<file path="src/rtl/alu_ctrl.sv">
// Sequencer for an external 8-bit ALU: owns a 4x8 register file, issues one
// instruction every three cycles and retires the result with status flags.
module alu_ctrl (
  input  logic       clk,
  input  logic       rst_n,
  input  logic       instr_valid,
  output logic       instr_ready,
  input  logic [8:0] instr,
  input  logic [7:0] imm,
  output logic [7:0] alu_a,
  output logic [7:0] alu_b,
  output logic [2:0] alu_sel,
  input  logic [7:0] alu_out,
  input  logic       alu_carry,
  output logic       done,
  output logic       carry_flag,
  output logic       zero_flag,
  output logic       div_zero,
  output logic       halted,
  input  logic [1:0] dbg_addr,
  output logic [7:0] dbg_data
);

  // instr_valid/instr_ready: an instruction transfers on the rising edge where
  // both are high; instr and imm are don't-care whenever instr_ready is low.

  localparam logic [2:0] OP_ADD  = 3'b000;
  localparam logic [2:0] OP_SUB  = 3'b001;
  localparam logic [2:0] OP_MUL  = 3'b010;
  localparam logic [2:0] OP_DIV  = 3'b011;
  localparam logic [2:0] OP_SHR  = 3'b100;
  localparam logic [2:0] OP_LDI  = 3'b101;
  localparam logic [2:0] OP_HALT = 3'b110;
  localparam logic [2:0] OP_NOP  = 3'b111;

  typedef enum logic [1:0] {
    IDLE  = 2'd0,
    ISSUE = 2'd1,
    DONE  = 2'd2,
    HALT  = 2'd3
  } state_t;

  state_t     state;
  logic [7:0] regs [4];
  logic [2:0] op_q;
  logic [1:0] rd_q;
  logic [7:0] imm_q;

  logic [2:0] op;
  logic [1:0] rd;
  logic [1:0] rs1;
  logic [1:0] rs2;

  assign op  = instr[8:6];
  assign rd  = instr[5:4];
  assign rs1 = instr[3:2];
  assign rs2 = instr[1:0];

  assign instr_ready = (state == IDLE);
  assign dbg_data    = regs[dbg_addr];

  always_ff @(posedge clk or negedge rst_n) begin
    if (!rst_n) begin
      state      <= IDLE;
      for (int i = 0; i < 4; i++) regs[i] <= 8'h00;
      alu_a      <= 8'h00;
      alu_b      <= 8'h00;
      alu_sel    <= 3'b000;
      op_q       <= OP_NOP;
      rd_q       <= 2'd0;
      imm_q      <= 8'h00;
      done       <= 1'b0;
      carry_flag <= 1'b0;
      zero_flag  <= 1'b0;
      div_zero   <= 1'b0;
      halted     <= 1'b0;
    end else begin
      case (state)
        IDLE: begin
          if (instr_valid) begin
            op_q  <= op;
            rd_q  <= rd;
            imm_q <= imm;
            // Only real ALU ops disturb the operand registers.
            if (op <= OP_SHR) begin
              alu_a   <= regs[rs1];
              alu_b   <= regs[rs2];
              alu_sel <= op;
            end else begin
              alu_sel <= 3'b111;
            end
            if (op == OP_HALT) begin
              state  <= HALT;
              halted <= 1'b1;
            end else begin
              state <= ISSUE;
            end
          end
        end

        ISSUE: begin
          state <= DONE;
          done  <= 1'b1;
          case (op_q)
            OP_ADD, OP_SUB, OP_MUL, OP_SHR: begin
              regs[rd_q] <= alu_out;
              zero_flag  <= (alu_out == 8'h00);
              carry_flag <= (op_q == OP_ADD) ? alu_carry : 1'b0;
            end
            OP_DIV: begin
              // A zero divisor leaves the file and flags untouched.
              if (alu_b == 8'h00) begin
                div_zero <= 1'b1;
              end else begin
                regs[rd_q] <= alu_out;
                zero_flag  <= (alu_out == 8'h00);
                carry_flag <= 1'b0;
              end
            end
            OP_LDI: begin
              regs[rd_q] <= imm_q;
              zero_flag  <= (imm_q == 8'h00);
            end
            default: ;
          endcase
        end

        DONE: begin
          done  <= 1'b0;
          state <= IDLE;
        end

        HALT: state <= HALT;

        default: state <= IDLE;
      endcase
    end
  end

endmodule

</file>
<file path="config.mk">
export PLATFORM = sky130hd
export DESIGN_NAME = alu_ctrl
export DESIGN_NICKNAME = d
export VERILOG_FILES = /design/src/rtl/alu_ctrl.sv
export SDC_FILE = /design/constraint.sdc
export NUM_CORES = 1
export LEC_CHECK = 0
export CAP_MARGIN = 40
export CORE_ASPECT_RATIO = 1.4
export CORE_MARGIN = 2
export CORE_UTILIZATION = 35
export DETAILED_ROUTE_END_ITERATION = 12
export HOLD_SLACK_MARGIN = 0.1
export REMOVE_ABC_BUFFERS = 1
export SKIP_LAST_GASP = 1
export SLEW_MARGIN = 10
export SYNTH_ARGS = -nofsm -noshare
export SYNTH_HDL_FRONTEND = slang
export SYNTH_SLANG_ARGS = --single-unit
</file>
<file path="constraint.sdc">
create_clock -name clk -period 4.3 [get_ports clk]
set_input_delay 0.645 -clock clk [delete_from_list [all_inputs] [get_ports clk]]
set_output_delay 0.645 -clock clk [all_outputs]
set_load 0.03 [all_outputs]
</file>
==> results list, run 1 <==
- Crit path arrival time: about 2.8 ns
* Netlist area before placement: around 3500 µm²
- The path class of the tightest hold or removal check is in -> async.
- CTS Root Cell: clkbuf_16
* Number of pins with negative max-slew slack in the final report: 0
* Crit-path max FO: 8
- Power spread over the standard cell area amounts to 771.9 nW/µm².
* H-tree level count: 3
- Of the available clock period, the critical path in the final layout requires between 70% and 80%.
- After clock tree synthesis, the flow added hold-fix buffers numbering 0.
- Worst clock skew: ~0.0047 ns
- The die covers between 10000 and 15000 µm².
- Share of Yosys cell area claimed by the top area cell type: 48.18%
- Ratio of cells with drive above 1 in the final layout: between 30% and 40%
- Final setup vio count: 0
* Wire per inst: between 15 and 20 µm
- Summed over all layers, the global routing overflow is 0.
- Placeable core region: slightly below 10000 µm²
- The congestion estimate from routability-driven global placement came to 0.7420.
- For this run, the leading register cell type out of synthesis is dfrtp_1.
- At the end of the flow, the number of nets in the layout was about 330.
* Ports placed on the boundary: between 60 and 70
- The pre-antenna-repair detailed-routing pass consisted of 4 iterations.
- For the final routed database, the setup TNS stands at 0 ns.
- Headroom to the max-slew limit came out at 45.45%.
- Crit start category: primary input
* Kind of critical path: in -> out
- After legalization and detailed placement, the total HPWL measured just under 6000 µm.
- Slew at the pin closest to its max-slew limit: ~0.82 ns
- Clock tree from TritonCTS: yes
- Once layout is done, the placed cells without fillers occupy 4582 µm².
- The first routing iteration left 81 violations.
- The number of setup buffers added after CTS is 0.
- From synthesis to final layout, the design area changed by 29.72%.
- The clock net in this run drives a total of 71 sinks.
* Data required, critical path: 3.65 ns
* Via count of the first global-routing pass: 2354
* Number of different library cells in the post-synthesis netlist: 35
- Die Y-Extent: around 120 µm
- Diode insertion count for antenna repair: 0
- CTS Buffer Depth: 2
- For this configuration, the core starts out at a cell density of a little over a third.
- In the detailed route, the total length drawn on met2 is approximately 4500 µm.
- Port Buffers: 63
* Global Route Usage Sum: between 10% and 20%
- After clock tree synthesis, the clock-pin slew on the worst setup and hold paths is about 0.050 ns.
- Global-route wire length before repair: around 13000 µm
- Topmost layer with routed signal wires: met4
* Maximum clock rate: ~0.29 GHz
- The count of cells in the finished layout, fillers not included, comes to approximately 440.
* Number of rows in the core area: 43
- Number of vias per cell: ~5.1
* Clk Latency, worst-skew pair: between 0.3 and 0.4 ns
- Summed over all nets, wire length on met3 after detailed routing comes to 208 µm.
- Entering global routing, the biggest net connects 37 pins.
* Syn_area_per_cell: around 15 µm²
- Final hold viol count: 0
* Area after DPL: 4309 µm²
- TritonCTS Buffers: 9
- Register bit count reported by yosys: 71
- After clock tree synthesis, the repair step resized 0 gates.
- Leakage power of the design: 0.001834 µW
- Run status: finished, final reports clean
* Total Routed Length: just over 8000 µm
* Antenna viol nets, final: 0
- The filler cells instantiated in the layout total between 800 and 900.
- Setup repair after global routing left no endpoint under its margin.
- In the routed design, unresolved DRC markers number 0.
* Total via count after detailed routing: approximately 2200
* Initial antenna violation count: 0
- Cells fill a little under half of the core in the end.
- Yosys mapped a number of flops with a built-in enable equal to 0.
- Die Span X: around 90 µm
* Max capacitance violation total: 0
* Placed instance count: approximately 420
* Peak supply drop: between 0.2 and 0.25 mV
- Of the synthesized area, sequential elements account for between 50% and 60%.
* Yosys Warn Count: 0
- Final critical delay including setup and external delays: between 3 and 4 ns
* Number of standard cells after synthesis: 230
- Critical Path End Type: output port
- Largest cells by area after synthesis: dfrtp_1 48%, mux2_2 19%, mux4_2 15%
* Worst slack on hold paths: around 0.41 ns
- Fraction of synthesis flops using an asynchronous set or reset pin: 100.0%
* Cell type contributing the most total cell area after synthesis: dfrtp_1
* Post-Route M1 WL: about 3300 µm
==> metal layers <==
| metal | vias up | track usage, % |
|---|---|---|
| met2 | 33 | 28.45 |
| met3 | 9 | 3.026 |
| met1 | 1154 | 19.40 |
| met5 | - | 0 |
| met4 | 0 | 6.818 |
| li1 | 1021 | - |
==> sequential cells by signal (all words and copies together), names as in the netlist <==
name and count:
regs 32, alu_a 8, alu_b 8, imm_q 8
alu_sel 3, op_q 3, rd_q 2, state 2
carry_flag 1, div_zero 1, done 1, halted 1
zero_flag 1
==> per-stage QoR <==
| step | setup WS, ns | power, µW |
|---|---|---|
| 2_1_floorplan | 2.028 | 2290 |
| 3_3_place_gp | 0.8889 | 2840 |
| 3_5_place_dp | 0.8981 | 2877 |
| 4_1_cts | 0.8703 | 3576 |
| 5_1_grt | 0.7867 | 3751 |
| 6_report | 0.8995 | 3537 |
==> path summary, 6_finish.rpt <==
kind,depth (start not counted),from,to,slack (ns)
max in group asynchronous,2,rst_n,regs[25]$_DFFE_PN0P_,2.92
worst min-delay path,1,rst_n,alu_sel[1]$_DFFE_PN0N_,0.41
worst max register to register,5,state[0]$_DFFE_PN0P_,alu_a[6]$_DFFE_PN0P_,1.68
min in group clk,1,div_zero$_DFFE_PN0P_,div_zero$_DFFE_PN0P_,0.47
worst max-delay path,3,dbg_addr[0],dbg_data[7],0.90
worst min register to register,1,div_zero$_DFFE_PN0P_,div_zero$_DFFE_PN0P_,0.47
==> worst max-delay path, cell delays in order <==
cell             delay, ns
clkdlybuf4s50_1       0.89
mux4_2                0.60
clkdlybuf4s50_1       0.61
==> final cells by class <==
| type | instances | area (µm²) | area share (%) |
|---|---|---|---|
| repair buffers | 67 | 653.1 | 14.25 |
| well taps | 135 | 168.9 | 3.687 |
| multi-input cells | 144 | 1692 | 36.92 |
| clock inverters | 1 | 5.005 | 0.1092 |
| flip-flops and latches | 71 | 1780 | 38.86 |
| inverters | 4 | 15.01 | 0.3277 |
| clock buffers | 15 | 267.8 | 5.844 |
==> cells by family (layout without fill, tap and decap cells) <==
group	count (synthesis)	after routing	synth area share (%)
mux	94	94	37.58
compound gates	12	12	2.409
fa+ha+maj	5	5	1.771
buf+inv	15	87	1.700
flops	71	71	50.41
simple gates	33	33	6.128
==> Yosys cell counts (2+ instances only) <==
cell type   n
dfrtp_1    68
mux2_2     61
mux4_2     24
nand2_1    11
mux2_1      8
clkbuf_1    7
ha_1        5
inv_1       4
nor4_1      4
o21ai_0     4
buf_1       3
dfstp_2     3
nor2_1      3
nand3b_1    2
nor4b_2     2
o22a_1      2
==> cells in the final DEF, fill, tap and decap left out, types with 2 or more instances in the layout <==
cell,synthesis,final
buf_2,0,2
buf_4,1,3
clkbuf_1,7,4
clkbuf_16,0,9
clkbuf_8,0,2
clkdlybuf4s50_1,0,62
dfrtp_1,68,68
dfstp_2,3,3
ha_1,5,5
inv_1,4,4
mux2_1,8,8
mux2_2,61,61
mux4_2,24,24
nand2_1,11,11
nand3b_1,2,2
nor2_1,3,3
nor4_1,4,4
nor4b_2,2,2
o21ai_0,4,4
o22a_1,2,2
==> report_power, final <==
part	leakage [µW]	total [µW]	switching (µW)	internal, µW
logic	0.000853	1550	709	837
clock network	0.000134	686	265	422
registers	0.000847	1300	290	1020
No activity file was read; power rests on OpenSTA's default activity.
==> run 2, diff against run 1 <==
- clock period: 4.3 -> 3.3 ns (I/O delays scaled with it)
==> run 2 against run 1 <==
  * First-iteration DRC count is 25% higher
  * Register-to-register slack got worse by 0.78 ns
  * Hold slack improved by 0.059 ns
  * Via count grew 1.4%
  * Clock skew increased by 0.0037 ns
  * Combinational power rose by 32%
  * Wire length is 0.34% lower
  * Critical path type unchanged
  * Critical endpoint is now dbg_data[6]
  * Largest cell class unchanged
  * Largest power group unchanged
  * Highest routed layer unchanged
==> results list, run 2 (same netlist as run 1, synthesis figures left out) <==
- Run status: finished, final reports clean (unchanged).
- The switching fraction of total power came to 35.62% (was 35.71%).
- Post-Route Setup TNS: 0 ns (unchanged)
- The DRC violation count after routing is 0 (unchanged).
* Start point of the worst hold path: div_zero$_DFFE_PN0P_
- Slew HR: 45.58% (was 45.45%)
- TritonCTS Buffers: 9 (unchanged)
- The number of clock sinks seen by CTS was 71 (unchanged).
* Portion of total power attributed to the clock network: 18.7% (was 19.4%)
- Setup repair after global routing missed its margin: false (unchanged).
- Worst path cell trace: clkdlybuf4s50_1 > buf_4 > mux4_2 > clkdlybuf4s50_1 (was clkdlybuf4s50_1 > mux4_2 > clkdlybuf4s50_1).
- Final GP Congestion: 0.7429 (was 0.7420)
- Die Span X: 88.90 µm (unchanged)
* Worst Reg2Reg Path Length in Cells: 4 (was 5)
- Critical Path End Type: output port (unchanged)
- The diode insertion count for antenna repair came to 0 (unchanged).
- The count of vias placed by the detailed router was 2249 (was 2217).
- Portion of the clock cycle consumed by the worst path in the final layout: a little under nine tenths
- Maximum clock rate: approximately 0.36 GHz
- The maximum count of clock buffers along a single path was 2 (unchanged).
- The number of global-route vias before repair is 2473 (was 2354).
* Clk Latency, worst-skew pair: 0.33 ns (about the same)
- Initial antenna violation count: 0 (unchanged)
- Fill cell instance count of the final layout: 882 (was 878)
* Worst path slowest cell: clkdlybuf4s50_1 (unchanged)
* Total Routed Length: 8183 µm (was 8211 µm)
- The final-stage net count came to 338 (was 333).
- Logic pwr share: 44.4% (was 43.7%)
* Register with the most flip-flops: regs (unchanged)
- The wire length of the first global-routing pass is 13420 µm (was 12940 µm).
- The launch point of the worst reg-to-reg path was alu_b[3]$_DFFE_PN0P_ (was state[0]$_DFFE_PN0P_).
- The number of max-cap violations is 0 (unchanged).
- The commonest non-fill, non-tap cell in the layout is dfrtp_1 (unchanged).
- The category of the most critical setup path was in -> out (unchanged).
- The largest incremental delay on the critical path is 0.62 ns (was 0.89 ns).
* CTS Root Cell: clkbuf_16 (unchanged)
- The violation count after the first detailed-route iteration was 101 (was 81).
- Reg2Reg Capture Point: regs[2]$_DFFE_PN0P_ (was alu_a[6]$_DFFE_PN0P_)
- The hold slack came to 0.4680 ns (was 0.4085 ns).
- The fraction of final layout cells sized beyond drive strength 1 came to 37.46% (was 36.75%).
- The clock tree from TritonCTS is yes (unchanged).
- The final-report hold violation count came to 0 (unchanged).
- Internal power component: 2953 µW (was 2274 µW)
- The worst hold path terminates at div_zero$_DFFE_PN0P_.
- Number of setup buffers added after CTS: 0 (unchanged)
- Slew at the pin closest to its max-slew limit: 0.8144 ns (was 0.8163 ns)
- Initial standard-cell utilization of the core: 35.87% (unchanged)
- The switching power summed over all nets is 1634 µW (was 1263 µW).
* Power per cell area: 989.5 nW/µm² (was 771.9 nW/µm²)
* Number of vias per cell: 5.088 (was 5.073)
- The placed wire-length estimate was 6068 µm (was 5830 µm).
- The footprint of the multi-input gates is 1692 µm² (unchanged).
- Antenna viol nets, final: 0 (unchanged)
* Post-cts sizing count: 0 (unchanged)
* H-tree level count: 3 (unchanged)
- Worst reg-to-reg setup slack: 0.90 ns (was 1.68 ns)
- Top library cells by usage in the layout, fill and taps aside: 68 x dfrtp_1, 62 x clkdlybuf4s50_1, 61 x mux2_2 (unchanged).
- Leakage power of the design: 0.001863 µW (was 0.001834 µW)
* Layout-stage area growth over the synthesis result: 31.24% (was 29.72%)
- The cell with the most instances on the worst path was clkdlybuf4s50_1 (unchanged).
* Final critical delay including setup and external delays: 2.807 ns
- The number of placed I/O pins is 64 (unchanged).
* Flip-flop count of the largest register, all copies and words added: 32 (unchanged)
* Wire per inst: 18.51 µm (was 18.79 µm)
- The path class of the lowest-slack min-delay path is reg -> reg (was in -> async).
- Number of pins with negative max-slew slack in the final report: 0 (unchanged)
- The worst-case clock skew was 0.008421 ns (was 0.004712 ns).
* Number of rows in the core area: 43 (unchanged)
- The number of buffers added on ports is 63 (unchanged).
* Final setup vio count: 0 (unchanged)
- The first-pass iteration count of the detailed router came to 4 (unchanged).
* Peak supply drop: 0.3223 mV (was 0.2174 mV)
* Worst-path clk slew: 0.05 ns (about the same)
* Area of the die: 10920 µm² (unchanged)
* Pin count of the biggest net entering global routing: 23 (was 37)
- Sequential power share: 36.9% (about the same)
- Counting instances, the worst hold path has a depth of 1.
* CTS Hold Buffers Added: 1 (was 0)
- Global Route Usage Sum: 16.89% (was 16.32%)
- Data required, critical path: 2.80 ns (was 3.65 ns)
- Placeable core region: 9846 µm² (unchanged)
- The die outline height came to 122.9 µm (unchanged).
- Crit start category: primary input (unchanged)
- The remaining global-route overflow came to 0 (unchanged).
* Crit-path max FO: 8 (unchanged)
* Total area of sequential cells: 1780 µm² (unchanged)
- Crit path arrival time: 2.31 ns (was 2.76 ns)
-- run 2: changes by cell type in the layout (fill, tap and decap cells not counted) --
| cell | delta |
|---|---|
| buf_2 | -1 |
| clkinv_2 | +1 |
| buf_16 | +1 |
| buf_4 | +4 |
| dlygate4sd3_1 | +1 |
| clkbuf_8 | -1 |
-- run 2: power by group through the flow --
stage	clock network, µW	registers, µW	logic [µW]
after floorplan	0	1860	1130
after global placement	0	1690	2020
after detailed placement	0	1710	2050
after CTS	886	1700	2060
after global routing	923	1770	2190
final	860	1690	2040
-- run 2: metal layers --
metal / routed length (µm) / track usage, % / share of wire (%) / vias to the layer above
met3: 188 / 3.699 / 2.3 / 8
met2: 4564 / 29.43 / 56 / 34
met5: 0 / 0 / 0 / -
met4: 141 / 5.966 / 1.7 / 0
li1: - / - / - / 1023
met1: 3288 / 20.24 / 40 / 1184
-- run 2: stage by stage --
step | cell area, µm² | power (µW) | worst slack [ns] | std cells | util [%]
3_3_place_gp | 4334 | 3713 | 0.4771 | 424 | 44.02
3_5_place_dp | 4362 | 3766 | 0.4816 | 425 | 44.30
6_report | 4636 | 4587 | 0.4933 | 442 | 47.08
5_1_grt | 4636 | 4879 | 0.4276 | 442 | 47.08
2_1_floorplan | 3487 | 2984 | 1.028 | 219 | -
4_1_cts | 4636 | 4646 | 0.4793 | 442 | 47.08
-- run 2: how the worst max path moves through the flow --
| stage | start | cells after the start | endpoint |
|---|---|---|---|
| 2_1_floorplan | state[0]$_DFFE_PN0P_ | 5 | alu_a[0]$_DFFE_PN0P_ |
| 3_3_place_gp | dbg_addr[0] | 4 | dbg_data[6] |
| 3_5_place_dp | dbg_addr[0] | 4 | dbg_data[0] |
| 4_1_cts | dbg_addr[0] | 4 | dbg_data[6] |
| 5_1_grt | dbg_addr[0] | 4 | dbg_data[0] |
| 6_report | dbg_addr[0] | 4 | dbg_data[6] |
-- run 2: layout make-up --
type / instances / share of cell area [%]
clock buffers: 14 / 5.479
clock inverters: 2 / 0.2159
inverters: 4 / 0.3239
multi-input cells: 144 / 36.49
flip-flops and latches: 71 / 38.41
well taps: 135 / 3.644
repair buffers: 72 / 15.44
-- run 2: worst max-delay path, delay by kind of cell --
| family | cells | cell delay [ns] |
|---|---|---|
| muxes | 1 | 0.53 |
| buffers and inverters | 3 | 1.28 |
